### src/rtl/edge_pulse_cond_if.sv
// Event-conditioner signal bundle: raw event and clear in, pulse/level/stats out.
interface edge_pulse_cond_if;
    logic       sig_in;
    logic       clr_i;
    logic       pulse_o;
    logic       level_o;
    logic [7:0] glitch_cnt_o;
    logic       overrun_o;

    modport master (
        output sig_in, clr_i,
        input  pulse_o, level_o, glitch_cnt_o, overrun_o
    );

    modport slave (
        input  sig_in, clr_i,
        output pulse_o, level_o, glitch_cnt_o, overrun_o
    );
endinterface

### src/rtl/edge_pulse_cond.sv
// Edge pulse conditioner: 2-FF sync, persistence filter, edge select, min-interval holdoff.
//
//  state    | meaning
//  ---------+-----------------------------------------------
//  STABLE_L | accepted level is 0, waiting for s2=1
//  CONF_H   | s2 went high, counting persistence toward 1
//  STABLE_H | accepted level is 1, waiting for s2=0
//  CONF_L   | s2 went low, counting persistence toward 0
module edge_pulse_cond #(
    parameter int FILT_LEN = 4,
    parameter int HOLDOFF  = 1024,
    parameter int EDGE_SEL = 0
) (
    input logic               clk,
    input logic               rst_n,
    edge_pulse_cond_if.slave  bus
);
    localparam int FW = (FILT_LEN > 1) ? $clog2(FILT_LEN + 1) : 1;
    localparam int HW = (HOLDOFF >= 1) ? $clog2(HOLDOFF + 1) : 1;
    localparam logic [FW-1:0] FLAST = FW'(FILT_LEN - 1);
    localparam logic [HW-1:0] HLOAD = (HOLDOFF >= 2) ? HW'(HOLDOFF - 1) : '0;

    typedef enum logic [1:0] {STABLE_L, CONF_H, STABLE_H, CONF_L} state_t;

    state_t        state_q, state_d;
    logic [FW-1:0] fcnt_q, fcnt_d;
    logic          s1, s2;
    logic          acc_rise, acc_fall, glitch;
    logic          qual, ready, fire;
    logic [HW-1:0] hcnt;
    logic          pulse_q, overrun_q;
    logic [7:0]    gcnt_q;

    // Synchroniser and filter state register
    always_ff @(posedge clk) begin
        if (!rst_n) begin
            s1      <= 1'b0;
            s2      <= 1'b0;
            state_q <= STABLE_L;
            fcnt_q  <= '0;
        end else begin
            s1      <= bus.sig_in;
            s2      <= s1;
            state_q <= state_d;
            fcnt_q  <= fcnt_d;
        end
    end

    // Filter next-state: a new level must persist FILT_LEN cycles of s2
    always_comb begin
        state_d  = state_q;
        fcnt_d   = fcnt_q;
        acc_rise = 1'b0;
        acc_fall = 1'b0;
        glitch   = 1'b0;
        case (state_q)
            STABLE_L: if (s2) begin
                if (FILT_LEN == 1) begin
                    state_d  = STABLE_H;
                    acc_rise = 1'b1;
                end else begin
                    state_d = CONF_H;
                    fcnt_d  = FW'(1);
                end
            end
            CONF_H: begin
                if (!s2) begin
                    state_d = STABLE_L;
                    glitch  = 1'b1;
                end else if (fcnt_q == FLAST) begin
                    state_d  = STABLE_H;
                    acc_rise = 1'b1;
                end else begin
                    fcnt_d = fcnt_q + FW'(1);
                end
            end
            STABLE_H: if (!s2) begin
                if (FILT_LEN == 1) begin
                    state_d  = STABLE_L;
                    acc_fall = 1'b1;
                end else begin
                    state_d = CONF_L;
                    fcnt_d  = FW'(1);
                end
            end
            CONF_L: begin
                if (s2) begin
                    state_d = STABLE_H;
                    glitch  = 1'b1;
                end else if (fcnt_q == FLAST) begin
                    state_d  = STABLE_L;
                    acc_fall = 1'b1;
                end else begin
                    fcnt_d = fcnt_q + FW'(1);
                end
            end
            default: state_d = STABLE_L;
        endcase
    end

    assign qual  = (EDGE_SEL == 0) ? acc_rise :
                   (EDGE_SEL == 1) ? acc_fall : (acc_rise | acc_fall);
    assign ready = (hcnt == '0);
    assign fire  = qual & ready;

    // Pulse generation, holdoff timer and debug statistics
    always_ff @(posedge clk) begin
        if (!rst_n) begin
            pulse_q   <= 1'b0;
            hcnt      <= '0;
            overrun_q <= 1'b0;
            gcnt_q    <= 8'd0;
        end else begin
            pulse_q <= fire;
            if (fire)
                hcnt <= HLOAD;
            else if (hcnt != '0)
                hcnt <= hcnt - HW'(1);
            if (qual && !ready)
                overrun_q <= 1'b1;
            else if (bus.clr_i)
                overrun_q <= 1'b0;
            if (bus.clr_i)
                gcnt_q <= glitch ? 8'd1 : 8'd0;
            else if (glitch && gcnt_q != 8'hFF)
                gcnt_q <= gcnt_q + 8'd1;
        end
    end

    assign bus.pulse_o      = pulse_q;
    assign bus.level_o      = (state_q == STABLE_H) || (state_q == CONF_L);
    assign bus.glitch_cnt_o = gcnt_q;
    assign bus.overrun_o    = overrun_q;
endmodule
### src/flat_wrapper.sv
// flat-port wrapper written by rule: the top's interface ports become plain ports
module edge_pulse_cond_flat 
#(
    parameter int FILT_LEN = 4,
    parameter int HOLDOFF  = 1024,
    parameter int EDGE_SEL = 0
)
  (clk, rst_n, bus_sig_in, bus_clr_i, bus_pulse_o, bus_level_o, bus_glitch_cnt_o, bus_overrun_o);
  edge_pulse_cond_if bus_i ();
  input logic clk;
  input logic rst_n;
  input wire logic [$bits(bus_i.sig_in)-1:0] bus_sig_in;
  input wire logic [$bits(bus_i.clr_i)-1:0] bus_clr_i;
  output wire logic [$bits(bus_i.pulse_o)-1:0] bus_pulse_o;
  output wire logic [$bits(bus_i.level_o)-1:0] bus_level_o;
  output wire logic [$bits(bus_i.glitch_cnt_o)-1:0] bus_glitch_cnt_o;
  output wire logic [$bits(bus_i.overrun_o)-1:0] bus_overrun_o;
  assign bus_i.sig_in = bus_sig_in;
  assign bus_i.clr_i = bus_clr_i;
  assign bus_pulse_o = bus_i.pulse_o;
  assign bus_level_o = bus_i.level_o;
  assign bus_glitch_cnt_o = bus_i.glitch_cnt_o;
  assign bus_overrun_o = bus_i.overrun_o;
  edge_pulse_cond #(.FILT_LEN(FILT_LEN), .HOLDOFF(HOLDOFF), .EDGE_SEL(EDGE_SEL)) u_core (.clk(clk), .rst_n(rst_n), .bus(bus_i));
endmodule
### config.mk
export PLATFORM = sky130hd
export DESIGN_NAME = edge_pulse_cond_flat
export DESIGN_NICKNAME = d
export VERILOG_FILES = /design/src/rtl/edge_pulse_cond_if.sv /design/src/rtl/edge_pulse_cond.sv /design/src/flat_wrapper.sv
export SDC_FILE = /design/constraint.sdc
export NUM_CORES = 1
export LEC_CHECK = 0
export BUFFER_PORTS_ARGS = -buffer_cell sky130_fd_sc_hd__buf_2
export CAP_MARGIN = 20
export CORE_MARGIN = 2
export CORE_UTILIZATION = 56
export CTS_CLUSTER_DIAMETER = 80
export DETAILED_ROUTE_END_ITERATION = 10
export HOLD_SLACK_MARGIN = 0.06
export PLACE_DENSITY = 0.77
export SLEW_MARGIN = 20
export SYNTH_ARGS = -nofsm -noshare
export SYNTH_HDL_FRONTEND = slang
export SYNTH_SLANG_ARGS = --single-unit
### constraint.sdc
create_clock -name clk -period 2.1 [get_ports clk]
set_input_delay 0.21 -clock clk [delete_from_list [all_inputs] [get_ports clk]]
set_output_delay 0.21 -clock clk [all_outputs]
set_load 0.005 [all_outputs]
# After elaboration in Yosys (flattened, before gate mapping)
# Index checks and enable logic that the tools add are counted.
op_classes:
  add_sub_neg: 3
  mul: 0
  div_mod_pow: 0
  order_cmp: 0
  n_eq_ne: 11
  shifts: 0
  n_mux: 26
  n_bitwise: 2
  n_reduce_logical: 13
op_table:
  columns: ["op", "count"]
  rows:
  - ["$mux W10", 2]
  - ["$mux W8", 2]
  - ["$mux W3", 5]
  - ["$mux W2", 6]
  - ["$pmux W3 S4", 1]
  - ["$logic_not A11 Y1", 1]
  - ["$reduce_bool A11 Y1", 1]
  - ["$sub A11 B1 Y11 const B", 1]
  - ["$add A8 B1 Y8 const B", 1]
  - ["$mux W1", 8]
  - ["$ne A8 B8 Y1 const B", 1]
  - ["$pmux W2 S4", 1]
  - ["$reduce_and A4 Y1", 2]
  - ["$reduce_bool A2 Y1", 3]
  - ["$eq A2 B2 Y1 const B", 2]
  - ["$ne A2 B1 Y1 const B", 2]
  - ["$ne A2 B2 Y1 const B", 2]
  - ["$add A3 B1 Y3 const B", 1]
  - ["$eq A3 B2 Y1 const B", 1]
  - ["$ne A3 B1 Y1 const B", 1]
  - ["$ne A3 B3 Y1 const B", 1]
  - ["$eq A2 B1 Y1 const B", 1]
  - ["$logic_and A1 B1 Y1", 2]
  - ["$logic_not A2 Y1", 1]
  - ["other kinds (6)", 6]
word_totals:
  regBits: 28
  latchBits: 0
  ram_bits: 0
  romBits: 0
  input_bits: 4
  wordCells: 64
  mem_count: 0

# Longest topological paths before layout
# Gate-level depths: netlist (run 1).
logic_depth:
  depth_word: 6
  ltp_mapped: 7

# Least setup slack after synthesis (run 1)
# No wires, ideal clock.
synth_path:
  path_kind: "register to register"
  from: "register u_core.hcnt[0]"
  to: "register u_core.hcnt[7]"
  setup_ps: 91
  arrival_time_ps: 1703
  t_required_ps: 2009
  slack_ps: 306
  path_stages_with_launch: 7
  path_cell_list: "dfxtp_1 > inv_1 > ha_1 > or4b_4 > nor4_4 > a211oi_1 > a311oi_1"
synth_via:
  elab_chain_len: 3
  elab_cells_between_ends: 7
  cone_classes: "1 x add/sub; 2 x mux; 1 x bitwise; 3 x reduce/logical"
synth_lines:
  columns: ["element", "line", "rtl"]
  rows:
  - ["start: declaration", "edge_pulse_cond.sv:30", "logic [HW-1:0] hcnt;"]
  - ["start signal: assignment", "edge_pulse_cond.sv:118", "hcnt <= hcnt - HW'(1);"]
  - ["$sub A11 B1 Y11 / $logic_not A11 Y1 (equally long branches)", "edge_pulse_cond.sv:118, edge_pulse_cond.sv:103", null]
  - ["$mux W10 / $and A1 B1 Y1 (equally long branches)", "edge_pulse_cond.sv:117, edge_pulse_cond.sv:104", null]
  - ["$mux W10 / $reduce_bool A2 Y1 (equally long branches)", null, null]
# Several ways; a longest one is shown, not always the timed one. The select of a mux whose other input is x is not followed.
# A chain may end at the register's enable or synchronous reset.

# Worst setup path in the final report (run 1)
# Ends and elaborated chain as after synthesis.

==> flow_metrics.env, run 1 <==
export IMPL_outcome="complete, no violations"
export IMPL_clock_latency_ns=0.32
export IMPL_root_buffer="clkbuf_4"
export IMPL_crit_path_start_kind="register"
export IMPL_synthCells=157
export IMPL_die_w_um=53.6
export IMPL_power_density_nw_per_um2=1110
export IMPL_die_h_um=53.6
export IMPL_synth_area_um2=1380
export IMPL_max_freq_mhz=523
export IMPL_hold_start="bus_sig_in"
export IMPL_wl_met2_um=1330
export IMPL_p_switching_mw=0.653
export IMPL_overflow=0
export IMPL_place_congestion=0.929
export IMPL_finClkSkew_ns=0.00144
export IMPL_dr_max_layer_used="met4"
export IMPL_vias=1245
export IMPL_drt_initial_drc_count=27
export IMPL_synth_edff_count=0
export IMPL_r2r_slack_ns=0.19
export IMPL_antenna_left=0
export IMPL_final_hold_violation_count=0
export IMPL_total_power_mw=1.71
export IMPL_core_area_um2=2280
export IMPL_syn_area_per_cell_um2=8.77
export IMPL_hold_path_class="in -> reg"
export IMPL_final_cell_mix="dfxtp_1, buf_2, a21oi_1, nor2_1, nand2_1"
export IMPL_wl_per_cell_um=13.5
export IMPL_grt_max_degree=16
export IMPL_ys_seq_area_share_pct=40.7
export IMPL_num_fill_cells=194
export IMPL_ir_worst_vdd_mv=0.780
export IMPL_finalSetupViolCount=0
export IMPL_critPathArrivalTime_ns=2.15
export IMPL_critPathLaunch="u_core.hcnt[0]$_SDFFE_PN0P_"
export IMPL_placed_area_um2=1490
export IMPL_cts_max_level=1
export IMPL_setup_ws_ns=0.188
export IMPL_yosys_area_top_type="dfxtp_1"
export IMPL_cts_tree="done"
export IMPL_wl_met1_um=1260
export IMPL_seq_power_share_pct=42.7
export IMPL_synth_cell_types=39
export IMPL_io_pins=15
export IMPL_power_share_clock_pct=15.1
export IMPL_diodes=0
export IMPL_p_int_mw=1.06
export IMPL_fin_tns_setup_ns=0
export IMPL_grt_pass1_vias=1086
export IMPL_synth_top_area_share_pct=40.7
export IMPL_vias_per_cell=6.13
export IMPL_cap_violations=0
export IMPL_stdcell_area_um2=1540
export IMPL_port_buffers=14
export IMPL_clk_pin_slew_ns=0.14
export IMPL_std_cell_rows=17
export IMPL_tightest_slew_ns=0.506
export IMPL_slew_violations=0
export IMPL_cp_end_kind="register"
export IMPL_met3_length_um=117
export IMPL_synth_area_leaders="dfxtp_1, a21oi_1, ha_1"
export IMPL_drc=0
export IMPL_holdWs_ns=0.0861
export IMPL_area_growth_syn_to_layout_pct=12.2
export IMPL_cts_buffer_depth=2
export IMPL_yosys_warnings=0
export IMPL_grt_pass1_wl_um=4660
export IMPL_ys_async_sr_fraction_pct=0
export IMPL_place_inst=198
export IMPL_syn_num_nets=166
export IMPL_path_class="reg -> reg"
export IMPL_drive_gt1_share_pct=20.0
export IMPL_cts_sinks=28
export IMPL_die_area_um2=2870
export IMPL_final_cells=203
export IMPL_finalCritPeriodShare_pct=91.0
export IMPL_path_max_fanout=8
export IMPL_place_ws_ns=0.142
export IMPL_cts_buffers=3
export IMPL_rr_startpoint="u_core.hcnt[0]$_SDFFE_PN0P_"
export IMPL_p_leak_nw=0.609
export IMPL_cp_data_required_time_ns=2.34
export IMPL_utilization_pct=67.8
export IMPL_nets=185
export IMPL_hpwlAfterDp_um=2070
export IMPL_swShare_pct=38.1
export IMPL_synth_ff_type="dfxtp_1"
export IMPL_dr_pass1_iters=4
export IMPL_initial_core_util_pct=60.5
export IMPL_p_comb_share_pct=42.2
export IMPL_drt_total_wl_um=2750
export IMPL_relSlewSlack_pct=66.3
export IMPL_synth_seq_cells=28
export IMPL_antenna_found_initial=0
export IMPL_fin_crit_ns=1.91
export IMPL_rsz0062_at_grt="false"
export IMPL_layout_commonest_cell="dfxtp_1"
export IMPL_track_usage_pct=21.9
## worst paths after layout
kind / end / depth (start not counted)
setup / recovery: u_core.hcnt[7]$_SDFFE_PN0P_ / 7
hold / removal: u_core.s1$_SDFF_PN0_ / 2
setup reg to reg: u_core.hcnt[7]$_SDFFE_PN0P_ / 7
hold reg to reg: u_core.s2$_SDFF_PN0_ / 1
## flip-flops by register name, indices dropped and copies added, names as in the netlist, named ones only
name                     cells
u_core.bus.glitch_cnt_o      8
u_core.s1                    1
u_core.state_q               1
u_core.bus.pulse_o           1
u_core.fcnt_q                3
u_core.hcnt                 11
u_core.bus.overrun_o         1
u_core.s2                    1
## synthesized netlist by cell type (all sizes together) (2+ instances only)
cell type  instances
mux2               2
or2                2
nand3              8
and3               3
o31ai              3
a22oi              3
or4                4
nand4              2
nand2             11
a21oi             13
and2               5
dfxtp             28
clkbuf             5
or3                4
a311oi             3
ha                 5
a211oi             8
inv                7
o211ai             2
nor3               5
o21ai              7
nor4               2
nor2              11
## timing repair
item | CTS | global route
setup endpoints to repair | 0 | 5
hold buffers | 0 | 0
resized for setup | 0 | 2
hold endpoints to repair | 0 | 0
setup buffers | 0 | 1
## routing by layer
metal | up-vias | global-route usage (%)
met1 | 579 | 27.5
met5 | - | 0
met3 | 6 | 3.06
li1 | 627 | -
met4 | 0 | 9.40
met2 | 33 | 37.4
## power by group through the flow
| stage | registers [mW] | clock network, mW | logic [mW] |
|---|---|---|---|
| 4_1_cts | 0.730 | 0.268 | 0.721 |
| 6_report | 0.732 | 0.258 | 0.724 |
| 5_1_grt | 0.751 | 0.285 | 0.800 |
| 3_5_place_dp | 0.742 | 0 | 0.717 |
| 3_3_place_gp | 0.734 | 0 | 0.702 |
| 2_1_floorplan | 0.715 | 0 | 0.541 |
## layout make-up
type / instances / area [µm²] / area share, %
Tap cell: 28 / 35.0 / 2.27
Timing Repair Buffer: 19 / 108 / 6.97
Sequential cell: 28 / 561 / 36.3
Clock buffer: 4 / 36.3 / 2.35
Multi-Input combinational cell: 117 / 778 / 50.4
Inverter: 7 / 26.3 / 1.70
## worst max-delay path, cell delays in order, from the launching register on
cell and delay, ns:
dfxtp_1 0.36, inv_1 0.08, ha_1 0.18, or4b_4 0.48, nor4_4 0.22, buf_4 0.19, a211oi_1 0.06, a311oi_1 0.26
## logic make-up after synthesis
logic type | after synthesis | share of synthesized area [%]
flip-flops | 28 | 40.7
AO/OA/AOI/OAI | 45 | 21.5
AND/OR/NAND/NOR | 63 | 26.5
multiplexers | 2 | 1.64
adder cells (fa/ha/maj) | 5 | 4.55
buffers and inverters | 12 | 3.27
XOR/XNOR | 2 | 1.82
No activity file was read; power rests on OpenSTA's default activity.
==> inputs of run 2 (changes only) <==
--- a/config.mk
+++ b/config.mk
@@ -5,9 +5,8 @@
 export SDC_FILE = /design/constraint.sdc
 export NUM_CORES = 1
 export LEC_CHECK = 0
-export BUFFER_PORTS_ARGS = -buffer_cell sky130_fd_sc_hd__buf_2
+export BUFFER_PORTS_ARGS = -buffer_cell sky130_fd_sc_hd__clkbuf_2
 export CAP_MARGIN = 20
-export CORE_MARGIN = 2
 export CORE_UTILIZATION = 56
 export CTS_CLUSTER_DIAMETER = 80
 export DETAILED_ROUTE_END_ITERATION = 10
==> run 2 against run 1 <==
  * Sequential cell count did not move
  * Via count rose by 0.56%
  * Clock power fell by 18%
  * Register-to-register slack got worse by 0.02 ns
  * Fmax fell by 0.89%
  * Hold slack improved by 0.0044 ns
  * First-iteration DRC count rose by 22%
  * Design area fell by 0.73%
  * Power fell by 5.8%
  * Count of clock-buffer cells in the layout fell by 1
  * Sequential power barely moved
  * Critical endpoint is now u_core.hcnt[5]$_SDFFE_PN0P_
==> flow_metrics.env, run 2 (synthesis results as in run 1) <==
export IMPL_outcome="complete, no violations"
export IMPL_std_cell_rows=17
export IMPL_core_area_um2=2250
export IMPL_holdWs_ns=0.0905
export IMPL_crit_path_start_kind="register"
export IMPL_nets=186
export IMPL_top_register="u_core.hcnt"
export IMPL_crit_buf_inv=1
export IMPL_fin_tns_setup_ns=0
export IMPL_final_cell_mix="dfxtp_1, clkbuf_2, a21oi_1, nor2_1, nand2_1"
export IMPL_area_growth_syn_to_layout_pct=11.4
export IMPL_drc=0
export IMPL_drt_initial_drc_count=33
export IMPL_drive_gt1_share_pct=19.4
export IMPL_cts_buffers=3
export IMPL_clk_pin_slew_ns=0.14
export IMPL_crit_chain="inv_1 -> ha_1 -> nor4b_2 -> nand3_1 -> a211oi_1 -> a211oi_1"
export IMPL_slowest_stage="nand3_1"
export IMPL_grt_pass1_wl_um=4330
export IMPL_cp_end_kind="register"
export IMPL_largest_reg_flops=11
export IMPL_cp_common_cell="a211oi_1"
export IMPL_power_share_clock_pct=13.0
export IMPL_relSlewSlack_pct=66.1
export IMPL_die_h_um=51.6
export IMPL_hold_path_class="in -> reg"
export IMPL_vias=1252
export IMPL_slew_violations=0
export IMPL_tightest_slew_ns=0.508
export IMPL_rsz0062_at_grt="false"
export IMPL_setup_ws_ns=0.171
export IMPL_cts_buffer_depth=2
export IMPL_r2r_slack_ns=0.17
export IMPL_cap_violations=0
export IMPL_path_delay_family="simple AND/OR/NAND/NOR gates"
export IMPL_worstReg2RegEnd="u_core.hcnt[5]$_SDFFE_PN0P_"
export IMPL_layout_commonest_cell="dfxtp_1"
export IMPL_rr_startpoint="u_core.hcnt[0]$_SDFFE_PN0P_"
export IMPL_p_comb_share_pct=41.5
export IMPL_clock_latency_ns=0.31
export IMPL_crit_path_end="u_core.hcnt[5]$_SDFFE_PN0P_"
export IMPL_grt_pass1_vias=1060
export IMPL_crit_path_max_incr_delay_ns=0.38
export IMPL_track_usage_pct=21.1
export IMPL_path_class="reg -> reg"
export IMPL_p_switching_mw=0.632
export IMPL_cp_num_cells=6
export IMPL_diodes=0
export IMPL_critPathArrivalTime_ns=2.11
export IMPL_power_density_nw_per_um2=1050
export IMPL_swShare_pct=39.1
export IMPL_seq_power_share_pct=45.4
export IMPL_die_area_um2=2660
export IMPL_final_cells=203
export IMPL_p_leak_nw=0.599
export IMPL_place_inst=197
export IMPL_cts_max_level=1
export IMPL_vias_per_cell=6.17
export IMPL_cts_sinks=28
export IMPL_overflow=0
export IMPL_port_buffers=14
export IMPL_path_max_fanout=9
export IMPL_root_buffer="clkbuf_4"
export IMPL_place_ws_ns=0.147
export IMPL_postCtsHoldBufs=0
export IMPL_final_hold_violation_count=0
export IMPL_cts_tree="done"
export IMPL_fin_crit_ns=1.93
export IMPL_place_congestion=0.839
export IMPL_finClkSkew_ns=0.00453
export IMPL_max_freq_mhz=518
export IMPL_dr_pass1_iters=4
export IMPL_ir_worst_vdd_mv=0.893
export IMPL_critPathLaunch="u_core.hcnt[0]$_SDFFE_PN0P_"
export IMPL_io_pins=15
export IMPL_hpwlAfterDp_um=1900
export IMPL_antenna_left=0
export IMPL_grt_max_degree=16
export IMPL_finalCritPeriodShare_pct=91.8
export IMPL_drt_total_wl_um=2680
export IMPL_die_w_um=51.6
export IMPL_total_power_mw=1.62
export IMPL_initial_core_util_pct=61.0
export IMPL_wl_per_cell_um=13.2
export IMPL_r2r_cells=6
export IMPL_p_int_mw=0.984
export IMPL_finalSetupViolCount=0
export IMPL_cp_data_required_time_ns=2.29
export IMPL_antenna_found_initial=0
run 2: worst min-delay path by stage:
stage                                    start              endpoint  depth (start not counted)
final                               bus_sig_in  u_core.s1$_SDFF_PN0_                          2
after floorplan                          rst_n  u_core.s1$_SDFF_PN0_                          1
after global routing                bus_sig_in  u_core.s1$_SDFF_PN0_                          2
after CTS                           bus_sig_in  u_core.s1$_SDFF_PN0_                          2
after global placement    u_core.s1$_SDFF_PN0_  u_core.s2$_SDFF_PN0_                          1
after detailed placement            bus_sig_in  u_core.s1$_SDFF_PN0_                          2
run 2: through the flow:
step | area, µm² | utilization (%)
6_report | 1530 | 68.0
5_1_grt | 1530 | 68.0
3_5_place_dp | 1490 | 65.9
3_3_place_gp | 1490 | 65.9
2_1_floorplan | 1380 | -
4_1_cts | 1510 | 66.9
run 2: per-layer routing:
metal  track usage, %  routed length (µm)
met2             35.9                1270
met4             9.01                  48
met3             2.63                  80
met1             26.6                1270
met5                0                   0
run 2: layout make-up:
class	count	area, µm²
clock buffer	3	22.5
fill	202	722
inverter	7	26.3
multi-input combinational	117	773
sequential	28	561
tap	28	35.0
timing repair buffer	20	115
run 2: worst reg2reg max path, cell delays in order (launching register included):
cell,delay (ns)
dfxtp_1,0.35
inv_1,0.08
ha_1,0.17
nor4b_2,0.36
nand3_1,0.38
a211oi_1,0.37
a211oi_1,0.09
run 2: timing repair:
item	CTS	global route
setup buffers	0	3
endpoints found under the setup margin	0	4
resized for setup	0	1
run 2: power by group through the flow:
stage / logic (mW) / registers (mW) / clock network (mW)
6_report: 0.671 / 0.734 / 0.211
2_1_floorplan: 0.541 / 0.715 / 0
5_1_grt: 0.743 / 0.749 / 0.241
4_1_cts: 0.666 / 0.731 / 0.216
3_3_place_gp: 0.645 / 0.735 / 0
3_5_place_dp: 0.662 / 0.743 / 0
==> inputs of run 3 (changes only) <==
--- a/config.mk
+++ b/config.mk
@@ -7,11 +7,11 @@
 export LEC_CHECK = 0
 export BUFFER_PORTS_ARGS = -buffer_cell sky130_fd_sc_hd__clkbuf_2
 export CAP_MARGIN = 20
-export CORE_UTILIZATION = 56
+export CORE_UTILIZATION = 60
 export CTS_CLUSTER_DIAMETER = 80
 export DETAILED_ROUTE_END_ITERATION = 10
 export HOLD_SLACK_MARGIN = 0.06
-export PLACE_DENSITY = 0.77
+export PLACE_DENSITY = 0.81
 export SLEW_MARGIN = 20
 export SYNTH_ARGS = -nofsm -noshare
 export SYNTH_HDL_FRONTEND = slang
==> constraint.sdc (replaced) <==
create_clock -name clk -period 2.4 [get_ports clk]
set_input_delay 0.24 -clock clk [delete_from_list [all_inputs] [get_ports clk]]
set_output_delay 0.24 -clock clk [all_outputs]
set_load 0.005 [all_outputs]
==> run 3 against run 2 <==
  * Utilization increased by 4.4 points
  * Sequential power decreased by 12%
  * Routed wire length increased by 0.56%
  * Largest power group unchanged
  * Clock power decreased by 12%
  * Critical endpoint is now u_core.bus.glitch_cnt_o[1]$_SDFFE_PN0P_
==> flow_metrics.env, run 3 (synthesis results as in run 1) <==
export IMPL_cts_sinks=28
export IMPL_p_switching_mw=0.553
export IMPL_whs_path_depth=2
export IMPL_swShare_pct=39.4
export IMPL_area_growth_syn_to_layout_pct=8.36
export IMPL_postCtsHoldBufs=0
export IMPL_nets=181
export IMPL_power_share_clock_pct=13.1
export IMPL_port_buffers=14
export IMPL_cp_end_kind="register"
export IMPL_crit_path_start_kind="register"
export IMPL_die_h_um=49.9
export IMPL_cap_violations=0
export IMPL_num_fill_cells=147
export IMPL_antenna_found_initial=0
export IMPL_r2r_cells=5
export IMPL_io_pins=15
export IMPL_final_cell_mix="dfxtp_1, clkbuf_2, a21oi_1, nor2_1, nand2_1"
export IMPL_grt_pass1_wl_um=4690
export IMPL_p_comb_share_pct=41.1
export IMPL_path_max_fanout=14
export IMPL_die_area_um2=2490
export IMPL_diodes=0
export IMPL_cts_tree="done"
export IMPL_tightest_slew_ns=0.840
export IMPL_die_w_um=49.9
export IMPL_cp_data_required_time_ns=2.62
export IMPL_rsz0062_at_grt="false"
export IMPL_fin_crit_ns=2.11
export IMPL_final_hold_violation_count=0
export IMPL_antenna_left=0
export IMPL_root_buffer="clkbuf_4"
export IMPL_seq_power_share_pct=45.8
export IMPL_hold_path_class="in -> reg"
export IMPL_dr_pass1_iters=4
export IMPL_setup_ws_ns=0.295
export IMPL_track_usage_pct=24.2
export IMPL_ir_worst_vdd_mv=0.675
export IMPL_utilization_pct=72.3
export IMPL_p_leak_nw=0.575
export IMPL_vias_per_cell=6.17
export IMPL_grt_max_degree=16
export IMPL_wl_per_cell_um=13.7
export IMPL_vias=1216
export IMPL_top_register="u_core.hcnt"
export IMPL_initial_core_util_pct=66.7
export IMPL_clock_latency_ns=0.32
export IMPL_clk_pin_slew_ns=0.14
export IMPL_largest_reg_flops=11
export IMPL_drc=0
export IMPL_power_density_nw_per_um2=942
export IMPL_path_class="reg -> reg"
export IMPL_drive_gt1_share_pct=16.5
export IMPL_cts_buffer_depth=2
export IMPL_finalSetupViolCount=0
export IMPL_grt_pass1_vias=1094
export IMPL_place_ws_ns=0.347
export IMPL_slew_violations=0
export IMPL_drt_initial_drc_count=31
export IMPL_outcome="complete, no violations"
export IMPL_overflow=0
export IMPL_drt_total_wl_um=2690
export IMPL_critPathArrivalTime_ns=2.33
export IMPL_finClkSkew_ns=0.00239
export IMPL_std_cell_rows=16
export IMPL_cts_max_level=1
export IMPL_fin_tns_setup_ns=0
export IMPL_cts_buffers=3
export IMPL_core_area_um2=2060
export IMPL_hpwlAfterDp_um=2000
export IMPL_post_cts_buffers=0
export IMPL_finalCritPeriodShare_pct=87.7
export IMPL_p_int_mw=0.851
export IMPL_relSlewSlack_pct=43.7
export IMPL_max_freq_mhz=475
export IMPL_cts_resized_gates=0
export IMPL_place_congestion=0.829
export IMPL_layout_commonest_cell="dfxtp_1"
run 3: cell types whose count changed in the layout (fill, tap and decap cells not counted):
cell / previous run / this run
buf_4: 6 / 1
ha_1: 4 / 5
ha_2: 1 / 0
run 3: path summary, 6_finish.rpt:
check	from	to	slack [ns]
setup / recovery	u_core.bus.glitch_cnt_o[0]$_SDFFE_PN0P_	u_core.bus.glitch_cnt_o[1]$_SDFFE_PN0P_	0.29
hold / removal	bus_sig_in	u_core.s1$_SDFF_PN0_	0.12
setup reg to reg	u_core.bus.glitch_cnt_o[0]$_SDFFE_PN0P_	u_core.bus.glitch_cnt_o[1]$_SDFFE_PN0P_	0.29
hold reg to reg	u_core.s1$_SDFF_PN0_	u_core.s2$_SDFF_PN0_	0.45
run 3: power by group through the flow:
stage | clock network, mW | registers [mW] | logic [mW]
after global placement | 0 | 0.642 | 0.547
after detailed placement | 0 | 0.649 | 0.569
after CTS | 0.190 | 0.638 | 0.575
after global routing | 0.207 | 0.654 | 0.643
after floorplan | 0 | 0.626 | 0.473
final | 0.185 | 0.643 | 0.577
run 3: cell type report:
class | instances | area (µm²) | area share (%)
multi-input combinational | 117 | 771 | 51.7
sequential | 28 | 561 | 37.6
timing repair buffer | 15 | 77.6 | 5.20
tap | 27 | 33.8 | 2.27
inverter | 7 | 26.3 | 1.76
clock buffer | 3 | 22.5 | 1.51
run 3: worst max-delay path: stages, from the launching register on:
cell and delay (ns):
dfxtp_1 0.42, ha_1 0.21, nand3_1 0.11, o211ai_1 0.69
mux2_2 0.41, and2_1 0.16
run 3: metrics by stage:
stage	std cells	cell area, µm²	total power, mW	hold WS, ns
2_1_floorplan	157	1380	1.10	0.362
3_3_place_gp	194	1470	1.19	0.416
3_5_place_dp	194	1470	1.22	0.418
4_1_cts	197	1490	1.40	0.112
5_1_grt	197	1490	1.50	0.144
6_report	197	1490	1.40	0.119
run 3: routing by layer:
layer	global-route usage, %	part of all wire [%]
met5	0	0
met4	8.10	0.85
met3	3.09	3.0
met2	40.5	49
met1	31.7	47
